**src/rtl/riscv_mem_pkg.sv**
```systemverilog
// Shared types and address-map defaults for the data-memory path.
// Used by the load/store unit and the data-memory controller.
`ifndef DATA_MEM_BEGIN
`define DATA_MEM_BEGIN 32'h1001_0000
`endif
`ifndef DATA_MEM_END
`define DATA_MEM_END 32'h1001_ffff
`endif

package riscv_mem_pkg;

    typedef enum logic [2:0] {
        LB  = 3'd0,
        LH  = 3'd1,
        LW  = 3'd2,
        LBU = 3'd4,
        LHU = 3'd5
    } data_format_t;

    typedef enum logic [2:0] {
        S_IDLE,
        S_ISSUE0,
        S_WAIT0,
        S_ISSUE1,
        S_WAIT1,
        S_RESP
    } dmc_state_t;

    localparam logic [31:0] DMC_DATA_BEGIN = `DATA_MEM_BEGIN;
    localparam logic [31:0] DMC_DATA_END   = `DATA_MEM_END;

    // Unshifted byte-lane mask for an access size (0 B, 1 H, 2 W).
    function automatic logic [3:0] lane_mask(input logic [1:0] size);
        unique case (size)
            2'd0:    lane_mask = 4'b0001;
            2'd1:    lane_mask = 4'b0011;
            default: lane_mask = 4'b1111;
        endcase
    endfunction

endpackage

```
**src/rtl/dmc_lane_align.sv**
```systemverilog
// Byte-lane steering for the data-memory controller.
// Positions store data/enables over two words and extracts load results.
module dmc_lane_align
    import riscv_mem_pkg::*;
(
    input  logic [1:0]  size_i,
    input  logic [1:0]  off_i,
    input  logic        uns_i,
    input  logic [31:0] wdata_i,
    input  logic [31:0] q0_i,
    input  logic [31:0] q1_i,
    output logic [3:0]  byteena0_o,
    output logic [3:0]  byteena1_o,
    output logic [31:0] data0_o,
    output logic [31:0] data1_o,
    output logic [31:0] rdata_o
);

    logic [4:0]  sh;
    logic [7:0]  be_wide;
    logic [63:0] wd_wide;
    logic [63:0] rd_cat;
    logic [31:0] rd_raw;

    assign sh      = {off_i, 3'b000};
    assign be_wide = {4'b0000, lane_mask(size_i)} << off_i;
    assign wd_wide = {32'h0, wdata_i} << sh;
    assign rd_cat  = {q1_i, q0_i};
    assign rd_raw  = 32'(rd_cat >> sh);

    assign byteena0_o = be_wide[3:0];
    assign byteena1_o = be_wide[7:4];
    assign data0_o    = wd_wide[31:0];
    assign data1_o    = wd_wide[63:32];

    // Truncate the realigned word to the access size and extend it.
    always_comb begin
        rdata_o = rd_raw;
        unique case (size_i)
            2'd0:    rdata_o = {{24{~uns_i & rd_raw[7]}}, rd_raw[7:0]};
            2'd1:    rdata_o = {{16{~uns_i & rd_raw[15]}}, rd_raw[15:0]};
            default: rdata_o = rd_raw;
        endcase
    end

endmodule

```
**src/rtl/data_memory_controller.sv**
```systemverilog
// Multi-cycle data-memory controller between the LSU and a synchronous RAM.
// Splits misaligned accesses, extends loads, reports range/format faults.
module data_memory_controller
    import riscv_mem_pkg::*;
#(
    parameter int unsigned MEM_ADDR_BITS  = 15,
    parameter logic [31:0] DATA_BEGIN     = DMC_DATA_BEGIN,
    parameter logic [31:0] DATA_END       = DMC_DATA_END,
    parameter int unsigned MEM_LATENCY    = 1,
    parameter bit          SPLIT_MISALIGN = 1'b1
) (
    input  logic                     clock,
    input  logic                     reset_n,
    input  logic                     req_valid,
    output logic                     req_ready,
    input  logic                     req_write,
    input  logic [2:0]               req_format,
    input  logic [31:0]              req_address,
    input  logic [31:0]              req_wdata,
    output logic                     resp_valid,
    output logic [31:0]              resp_rdata,
    output logic                     resp_fault,
    output logic [MEM_ADDR_BITS-1:0] mem_address,
    output logic [3:0]               mem_byteena,
    output logic                     mem_wren,
    output logic [31:0]              mem_data,
    input  logic [31:0]              mem_q
);

    localparam int unsigned CW = (MEM_LATENCY > 1) ? $clog2(MEM_LATENCY) : 1;
    localparam logic [CW-1:0] CNT_INIT = CW'(MEM_LATENCY - 1);

    dmc_state_t              state_q;
    logic                    write_q;
    logic [1:0]              size_q;
    logic                    uns_q;
    logic [1:0]              off_q;
    logic [31:0]             wdata_q;
    logic                    split_q;
    logic [MEM_ADDR_BITS-1:0] waddr_q;
    logic [CW-1:0]           cnt_q;
    logic [31:0]             q0_q;
    logic [31:0]             q1_q;

    logic                    req_ready_q;
    logic                    resp_valid_q;
    logic                    resp_fault_q;
    logic [31:0]             resp_rdata_q;
    logic [MEM_ADDR_BITS-1:0] mem_address_q;
    logic [3:0]              mem_byteena_q;
    logic                    mem_wren_q;
    logic [31:0]             mem_data_q;

    logic [MEM_ADDR_BITS-1:0] waddr1_d;

    logic [1:0]  req_off;
    logic [1:0]  req_size;
    logic [3:0]  req_nbytes;
    logic [32:0] req_first;
    logic [32:0] req_last;
    logic        req_range;
    logic        req_split;
    logic        req_fault;

    logic        idle;
    logic [1:0]  al_size;
    logic [1:0]  al_off;
    logic [31:0] al_wdata;
    logic [31:0] al_q0;
    logic [31:0] al_q1;
    logic [3:0]  al_be0;
    logic [3:0]  al_be1;
    logic [31:0] al_data0;
    logic [31:0] al_data1;
    logic [31:0] al_rdata;

    assign req_off    = req_address[1:0];
    assign req_size   = req_format[1:0];
    assign req_nbytes = 4'd1 << req_size;
    assign req_first  = {1'b0, req_address};
    assign req_last   = req_first + {29'd0, req_nbytes} - 33'd1;
    assign req_range  = (req_first >= {1'b0, DATA_BEGIN})
                     && (req_last <= {1'b0, DATA_END});
    assign req_split  = ({2'b00, req_off} + req_nbytes) > 4'd4;
    assign req_fault  = !req_range
                     || (req_size == 2'b11)
                     || (req_split && !SPLIT_MISALIGN);

    assign waddr1_d = waddr_q + 1'b1;

    // In IDLE the aligner steers the incoming request so ISSUE0 can be
    // registered at acceptance; afterwards it works on the held request.
    assign idle     = (state_q == S_IDLE);
    assign al_size  = idle ? req_size : size_q;
    assign al_off   = idle ? req_off : off_q;
    assign al_wdata = idle ? req_wdata : wdata_q;
    assign al_q0    = (state_q == S_WAIT0) ? mem_q : q0_q;
    assign al_q1    = (state_q == S_WAIT1) ? mem_q : q1_q;

    dmc_lane_align u_align (
        .size_i     (al_size),
        .off_i      (al_off),
        .uns_i      (uns_q),
        .wdata_i    (al_wdata),
        .q0_i       (al_q0),
        .q1_i       (al_q1),
        .byteena0_o (al_be0),
        .byteena1_o (al_be1),
        .data0_o    (al_data0),
        .data1_o    (al_data1),
        .rdata_o    (al_rdata)
    );

    // Access sequencer with registered RAM strobes and response outputs.
    always_ff @(posedge clock or negedge reset_n) begin
        if (!reset_n) begin
            state_q       <= S_IDLE;
            write_q       <= 1'b0;
            size_q        <= 2'd0;
            uns_q         <= 1'b0;
            off_q         <= 2'd0;
            wdata_q       <= 32'h0;
            split_q       <= 1'b0;
            waddr_q       <= '0;
            cnt_q         <= '0;
            q0_q          <= 32'h0;
            q1_q          <= 32'h0;
            req_ready_q   <= 1'b1;
            resp_valid_q  <= 1'b0;
            resp_fault_q  <= 1'b0;
            resp_rdata_q  <= 32'h0;
            mem_address_q <= '0;
            mem_byteena_q <= 4'b0000;
            mem_wren_q    <= 1'b0;
            mem_data_q    <= 32'h0;
        end else begin
            mem_wren_q    <= 1'b0;
            mem_byteena_q <= 4'b0000;
            unique case (state_q)
                S_IDLE: begin
                    if (req_valid && req_ready_q) begin
                        write_q     <= req_write;
                        size_q      <= req_size;
                        uns_q       <= req_format[2];
                        off_q       <= req_off;
                        wdata_q     <= req_wdata;
                        split_q     <= req_split;
                        waddr_q     <= req_address[MEM_ADDR_BITS+1:2];
                        req_ready_q <= 1'b0;
                        if (req_fault) begin
                            state_q      <= S_RESP;
                            resp_valid_q <= 1'b1;
                            resp_fault_q <= 1'b1;
                        end else begin
                            state_q       <= S_ISSUE0;
                            mem_address_q <= req_address[MEM_ADDR_BITS+1:2];
                            mem_byteena_q <= al_be0;
                            mem_data_q    <= al_data0;
                            mem_wren_q    <= req_write;
                        end
                    end
                end
                S_ISSUE0: begin
                    cnt_q <= CNT_INIT;
                    if (!write_q) begin
                        state_q <= S_WAIT0;
                    end else if (split_q) begin
                        state_q       <= S_ISSUE1;
                        mem_address_q <= waddr1_d;
                        mem_byteena_q <= al_be1;
                        mem_data_q    <= al_data1;
                        mem_wren_q    <= 1'b1;
                    end else begin
                        state_q      <= S_RESP;
                        resp_valid_q <= 1'b1;
                    end
                end
                S_WAIT0: begin
                    if (cnt_q == '0) begin
                        q0_q <= mem_q;
                        if (split_q) begin
                            state_q       <= S_ISSUE1;
                            mem_address_q <= waddr1_d;
                            mem_byteena_q <= al_be1;
                            mem_data_q    <= al_data1;
                        end else begin
                            state_q      <= S_RESP;
                            resp_valid_q <= 1'b1;
                            resp_rdata_q <= al_rdata;
                        end
                    end else begin
                        cnt_q <= cnt_q - 1'b1;
                    end
                end
                S_ISSUE1: begin
                    cnt_q <= CNT_INIT;
                    if (write_q) begin
                        state_q      <= S_RESP;
                        resp_valid_q <= 1'b1;
                    end else begin
                        state_q <= S_WAIT1;
                    end
                end
                S_WAIT1: begin
                    if (cnt_q == '0) begin
                        q1_q         <= mem_q;
                        state_q      <= S_RESP;
                        resp_valid_q <= 1'b1;
                        resp_rdata_q <= al_rdata;
                    end else begin
                        cnt_q <= cnt_q - 1'b1;
                    end
                end
                S_RESP: begin
                    state_q      <= S_IDLE;
                    resp_valid_q <= 1'b0;
                    resp_fault_q <= 1'b0;
                    resp_rdata_q <= 32'h0;
                    req_ready_q  <= 1'b1;
                end
                default: begin
                    state_q <= S_IDLE;
                end
            endcase
        end
    end

    assign req_ready   = req_ready_q;
    assign resp_valid  = resp_valid_q;
    assign resp_fault  = resp_fault_q;
    assign resp_rdata  = resp_rdata_q;
    assign mem_address = mem_address_q;
    assign mem_byteena = mem_byteena_q;
    assign mem_wren    = mem_wren_q;
    assign mem_data    = mem_data_q;

endmodule

```
**config.mk**
```make
export PLATFORM = sky130hd
export DESIGN_NAME = data_memory_controller
export DESIGN_NICKNAME = d
export VERILOG_FILES = /design/src/rtl/riscv_mem_pkg.sv /design/src/rtl/dmc_lane_align.sv /design/src/rtl/data_memory_controller.sv
export SDC_FILE = /design/constraint.sdc
export NUM_CORES = 1
export LEC_CHECK = 0
export CORE_MARGIN = 2
export CORE_UTILIZATION = 57
export DETAILED_ROUTE_END_ITERATION = 16
export PLACE_DENSITY = 0.8
export SETUP_SLACK_MARGIN = 0.2
export SYNTH_ARGS = -nofsm -noshare
export SYNTH_HDL_FRONTEND = slang
export SYNTH_HIERARCHICAL = 1
export SYNTH_SLANG_ARGS = --single-unit
export TNS_END_PERCENT = 5
```
**constraint.sdc**
```tcl
create_clock -name clock -period 4 [get_ports clock]
set_input_delay 0.8 -clock clock [delete_from_list [all_inputs] [get_ports clock]]
set_output_delay 0.8 -clock clock [all_outputs]
set_load 0.1 [all_outputs]
```
# Word level (Yosys, flattened, before mapping)

Index checks and enable logic that the tools add are counted.

Bits in registers: 209
Bits in latches: 0
Bits in writable memories: 0
ROM bits: 0
Input port bits: 103
Output and inout port bits: 87
Memories: 0

$add $sub $neg: 5
Multiply operators: 0
Divide/modulo/power cells: 0
Order comparisons: 3
Equal/unequal tests: 15
Shift operators: 4
Multiplexer cells: 55
Bitwise operators: 4
Reductions and logical operators: 22

Operators with widths:

| kind                    | count |
|---|---|
| $mux W32                | 11 |
| $pmux W32 S3            | 2 |
| $mux W15                | 5 |
| $pmux W32 S2            | 1 |
| $shl A32 B5 Y64         | 1 |
| $shr A64 B5 Y32         | 1 |
| $pmux W15 S3            | 1 |
| $add A32 B4 Y33         | 1 |
| $le A33 B29 Y1 const B  | 1 |
| $sub A33 B1 Y33 const B | 1 |
| $ge A32 B29 Y1 const B  | 1 |
| $mux W4                 | 5 |
| $mux W3                 | 6 |
| $add A15 B1 Y15 const B | 1 |
| $pmux W3 S5             | 1 |
| $mux W1                 | 14 |
| $ne A2 B2 Y1 const B    | 7 |
| $pmux W4 S3             | 1 |
| $pmux W1 S2             | 4 |
| $pmux W4 S2             | 1 |
| $reduce_and A2 Y1       | 4 |
| $shl A4 B2 Y8           | 1 |
| $reduce_and A7 Y1       | 1 |
| $eq A3 B2 Y1 const B    | 2 |
| other kinds (25)        | 34 |

# Longest topological paths before layout

Depth after elaboration: 10
Mapped depth: 19
Mapped depth without buffers: 17

# Cells and area by module

Netlist, hierarchy kept.

Modules (own cells, without submodules):

| module                 | instances | cells an instance | area an instance (um^2) | seq. area each (um^2) |
|---|---|---|---|---|
| data_memory_controller | 1         | 1384              | 12316.8                 | 5206.2 |
| dmc_lane_align         | 1         | 242               | 2038.2                  | 0.0 |

# Worst setup path before layout

OpenSTA, ideal clock, no wires.

Path type: input to register
Start: in req_format[1]
End: reg mem_address_q[10] (netlist: mem_address[10])
Arrival time: 4.043 ns
Slack: -0.181 ns
Stages: 17
Buffers on the path: 1
Path through: or2_2 -> ha_1 -> inv_1 -> ha_1 -> inv_1 -> fa_1 -> nor2b_1 -> o311ai_1 -> a2111oi_2 -> o21ai_1 -> and3_1 -> or4_4 -> nor4_4 -> a31oi_2 -> clkbuf_1 -> o211ai_1 -> o211ai_1

Longest elaborated chain between the ends: 9

RTL lines:

| item                                 | line                          | RTL |
|---|---|---|
| start, declared                      | data_memory_controller.sv:17  | `input logic [2:0] req_format,` |
| $shl A1 B2 Y4                        | data_memory_controller.sv:79  | `assign req_nbytes = 4'd1 << req_size;` |
| $add A32 B4 Y33                      | data_memory_controller.sv:81  | `assign req_last = req_first + {29'd0, req_nbytes} - 33'd1;` |
| $sub A33 B1 Y33                      | data_memory_controller.sv:81  |  |
| $le A33 B29 Y1                       | data_memory_controller.sv:83  | `&& (req_last <= {1'b0, DATA_END});` |
| $logic_and A1 B1 Y1                  | data_memory_controller.sv:83  |  |
| $logic_not A1 Y1                     | data_memory_controller.sv:85  | `assign req_fault = !req_range` |
| $logic_or A1 B1 Y1 *                 | data_memory_controller.sv:86  | `\|\| (req_size == 2'b11)` |
| $ne A2 B2 Y1 (no source line) *      | --                            |  |
| $reduce_and A5 Y1 (no source line) * | --                            |  |
| end signal, assigned                 | data_memory_controller.sv:156 | `mem_address_q <= req_address[MEM_ADDR_BITS+1:2];` |
| end signal, assigned                 | data_memory_controller.sv:169 | `mem_address_q <= waddr1_d;` |
| end signal, assigned                 | data_memory_controller.sv:183 | `mem_address_q <= waddr1_d;` |
| end, declared                        | data_memory_controller.sv:49  | `logic [MEM_ADDR_BITS-1:0] mem_address_q;` |

Mark *: on every way between the ends. The rest lies on a longest branch, timed or not.
A chain may end at the register's enable or synchronous reset.

# Final worst setup path

Start: in req_address[0]
End: reg mem_data_q[30] (netlist: mem_data[30])

Longest elaborated chain between the ends: 8

RTL lines:

| item                               | line                          | RTL |
|---|---|---|
| start, declared                    | data_memory_controller.sv:18  | `input logic [31:0] req_address,` |
| $add A32 B4 Y33                    | data_memory_controller.sv:81  |  |
| $sub A33 B1 Y33                    | data_memory_controller.sv:81  |  |
| $le A33 B29 Y1                     | data_memory_controller.sv:83  |  |
| $logic_and A1 B1 Y1                | data_memory_controller.sv:83  |  |
| $logic_not A1 Y1                   | data_memory_controller.sv:85  |  |
| $logic_or A1 B1 Y1                 | data_memory_controller.sv:86  |  |
| $ne A2 B2 Y1 (no source line)      | --                            |  |
| $reduce_and A5 Y1 (no source line) | --                            |  |
| end signal, assigned               | data_memory_controller.sv:158 | `mem_data_q <= al_data0;` |
| end signal, assigned               | data_memory_controller.sv:171 | `mem_data_q <= al_data1;` |
| end signal, assigned               | data_memory_controller.sv:185 | `mem_data_q <= al_data1;` |
| end, declared                      | data_memory_controller.sv:52  | `logic [31:0] mem_data_q;` |

Parallel ways exist; a longest one is shown, timed or not. The select of a mux whose other input is x is not followed.

==> metrics.yaml <==
status: "complete, but fails checks"
violations: "setup timing"
vdd_drop_max_uv: 625
first_iter_violations: 1547
holdCritPathClass: "primary input to async pin"
yosys_warnings: 6
vias: 13700
grt_pass1_vias: 13100
dieArea_um2: 25900
cpMaxStageDelayCell: "or4_4"
cap_violations: 0
path_buf_inv: 11
areaGrowthSynthToFinish_pct: 31.1
die_width_um: 161
grt_start_max_net_pins: 101
worst_slew_pin_slew_ps: 1070
clk_pin_slew_ps: 90
cpMostUsedCell: "buf_4"
hold_ws_ps: 421
setup_viol: 50
rrSetupSlack_ps: 500
cts_buffers: 17
rr_worst_depth: 9
cpPeakStageDelay_ps: 520
cp_top_family: "buffers and inverters"
cp-startpoint: "req_address[0]"
clock_sinks: 200
cts_tree: "yes"
place_congestion: 0.942
rsz0062_at_grt: "true"
core_area_um2: 24200
clk_path_buf_depth: 2
nFillCells: 1707
vias_per_cell: 6.16
die_h_um: 161
num_rows: 57
syn_inst: 1610
antenna_found_initial: 1
drt_wl_total_um: 44200
port_buffers: 189
start_util_pct: 58.0
rr_startpoint: "state_q[2]$_DFFE_PN0N_"
fin_crit_sh_pct: 105
drive_gt1_share_pct: 22.5
arrival_ps: 4560
cp.depth: 24
fin_ws_ps: -217
fmax_ghz: 0.237
root_buffer: "clkbuf_16"
nets: 2045
ioPinCount: 190
maxSlewViolCount: 0
powerDensity_nw_per_um2: 919
place_area_um2: 17300
cts_max_level: 4
cp-end-kind: "flip-flop"
wl_per_cell_um: 19.9
worst-setup-path-type: "primary input to flip-flop"
dr.pass1.iters: 6
synth.avg_cell_area_um2: 8.74
slew_headroom_pct: 28.5
syn_area_um2: 14100
postCtsHoldBufs: 0
grt_pass1_wl_um: 69300
drc: 0
hold_viol_final: 0
finClkSkew_ps: 16.3
path_cells: "dlygate4sd2_1, inv_1, ha_4, inv_2, ha_4, inv_2, fa_2, nor2b_4, o311ai_4, a2111oi_4, o21ai_1, buf_4, buf_4, buf_4, a21oi_1, or4_4, nor4_4, buf_4, a31o_4, buf_6, buf_12, buf_16, nand4_1, and3_1"
gr-total-overflow: 0
stdcell_area_um2: 18400
detail-route-antenna-nets: 0
endpoint: "mem_data[30]$_DFFE_PN0P_"
cp_max_fo: 8
grt_usage_pct: 33.5
dp_hpwl_um: 30800
p_leak_nw: 8.01
cp.required_ps: 4340
crit_path_start_kind: "primary input"
timing.final.crit_period_ps: 4220
clk_latency_ps: 450
r2r-end: "mem_data[1]$_DFFE_PN0P_"
==> worst min path at each step <==
stage | start | end | depth (start not counted)
2_1_floorplan | size_q[0]$_DFFE_PN0P_ | size_q[0]$_DFFE_PN0P_ | 2
3_3_place_gp | wdata_q[9]$_DFFE_PN0P_ | wdata_q[9]$_DFFE_PN0P_ | 2
3_5_place_dp | resp_rdata[21]$_DFFE_PN0P_ | resp_rdata[21]$_DFFE_PN0P_ | 2
4_1_cts | reset_n | resp_rdata[27]$_DFFE_PN0P_ | 1
5_1_grt | reset_n | resp_rdata[28]$_DFFE_PN0P_ | 1
6_report | reset_n | resp_rdata[27]$_DFFE_PN0P_ | 1
==> layout make-up <==
type | count | area, um^2 | share of cell area, %
multi-input combinational | 1226 | 8590 | 46.6
sequential | 200 | 5010 | 27.1
timing repair buffer | 377 | 3570 | 19.3
clock buffer | 17 | 425 | 2.31
tap | 324 | 405 | 2.20
inverter | 65 | 244 | 1.32
clock inverter | 15 | 206 | 1.12
antenna | 1 | 2.50 | 0.0136
==> through the flow <==
| step | TNS (ps) | setup WS, ps | util, % | cells | power (W) |
|---|---|---|---|---|---|
| 2_1_floorplan | -1840 | -112 | - | 1618 | 0.0117 |
| 3_3_place_gp | -44040 | -839 | 71.2 | 2166 | 0.0143 |
| 3_5_place_dp | -49260 | -949 | 71.2 | 2166 | 0.0146 |
| 4_1_cts | -15590 | -390 | 75.1 | 2212 | 0.0167 |
| 5_1_grt | -14760 | -370 | 76.1 | 2224 | 0.0178 |
| 6_report | -7970 | -217 | 76.1 | 2225 | 0.0169 |
==> what timing repair did <==
item,CTS,global route
setup endpoints to repair,55,55
gates resized for setup,51,30
pin swaps,43,50
buffers inserted,10,10
gates cloned,4,2
==> placed cells by master, fill, tap and decap left out, types with 9 or more instances in the layout <==
| cell | count |
|---|---|
| a211oi_1 | 36 |
| a21oi_1 | 81 |
| and2_1 | 14 |
| and3_1 | 54 |
| buf_12 | 12 |
| buf_4 | 164 |
| clkbuf_16 | 17 |
| clkdlybuf4s50_1 | 182 |
| conb_1 | 9 |
| dfrtp_1 | 199 |
| ha_1 | 47 |
| inv_1 | 57 |
| mux2_2 | 98 |
| mux2i_1 | 26 |
| mux4_2 | 32 |
| nand2_1 | 285 |
| nand2b_1 | 13 |
| nand3_1 | 28 |
| nand4_1 | 56 |
| nor2_1 | 106 |
| nor2b_1 | 58 |
| nor3_1 | 13 |
| o211ai_1 | 31 |
| o21ai_0 | 69 |
| o21ai_1 | 33 |
| o21ai_2 | 9 |
| xor2_1 | 11 |
==> routing by layer <==
layer  global-route usage (%)  wire [um]
met1                     45.7      18000
met5                        0          0
met2                     54.6      20900
met4                     12.4       1610
met3                     5.14       3710
==> registers in the layout (all words and copies together), names as in the netlist <==
signal and flops:
split_q 1, mem_byteena 4, resp_rdata 32, size_q 2, req_ready 1, write_q 1, waddr_q 15, resp_valid 1
q0_q 32, mem_address 15, off_q 2, mem_data 32, q1_q 24, mem_wren 1, uns_q 1, wdata_q 32
resp_fault 1, state_q 3
==> power breakdown <==
group          internal (W)  switching (W)  leakage [nW]
Combinational       0.00412        0.00743          5.24
Sequential          0.00297       0.000577          2.46
Clock              0.000878       0.000975         0.302
Total               0.00797        0.00898          8.01
==> worst register-to-register path, cell delays in order, from the launching register on <==
cell,delay [ps]
dfrtp_1,520
or3_2,640
buf_4,330
mux2_2,390
mux2_2,290
a22o_1,230
nor2b_1,120
a211oi_1,560
nand4_1,160
and3_1,170
(Power assumes the default switching activity.)
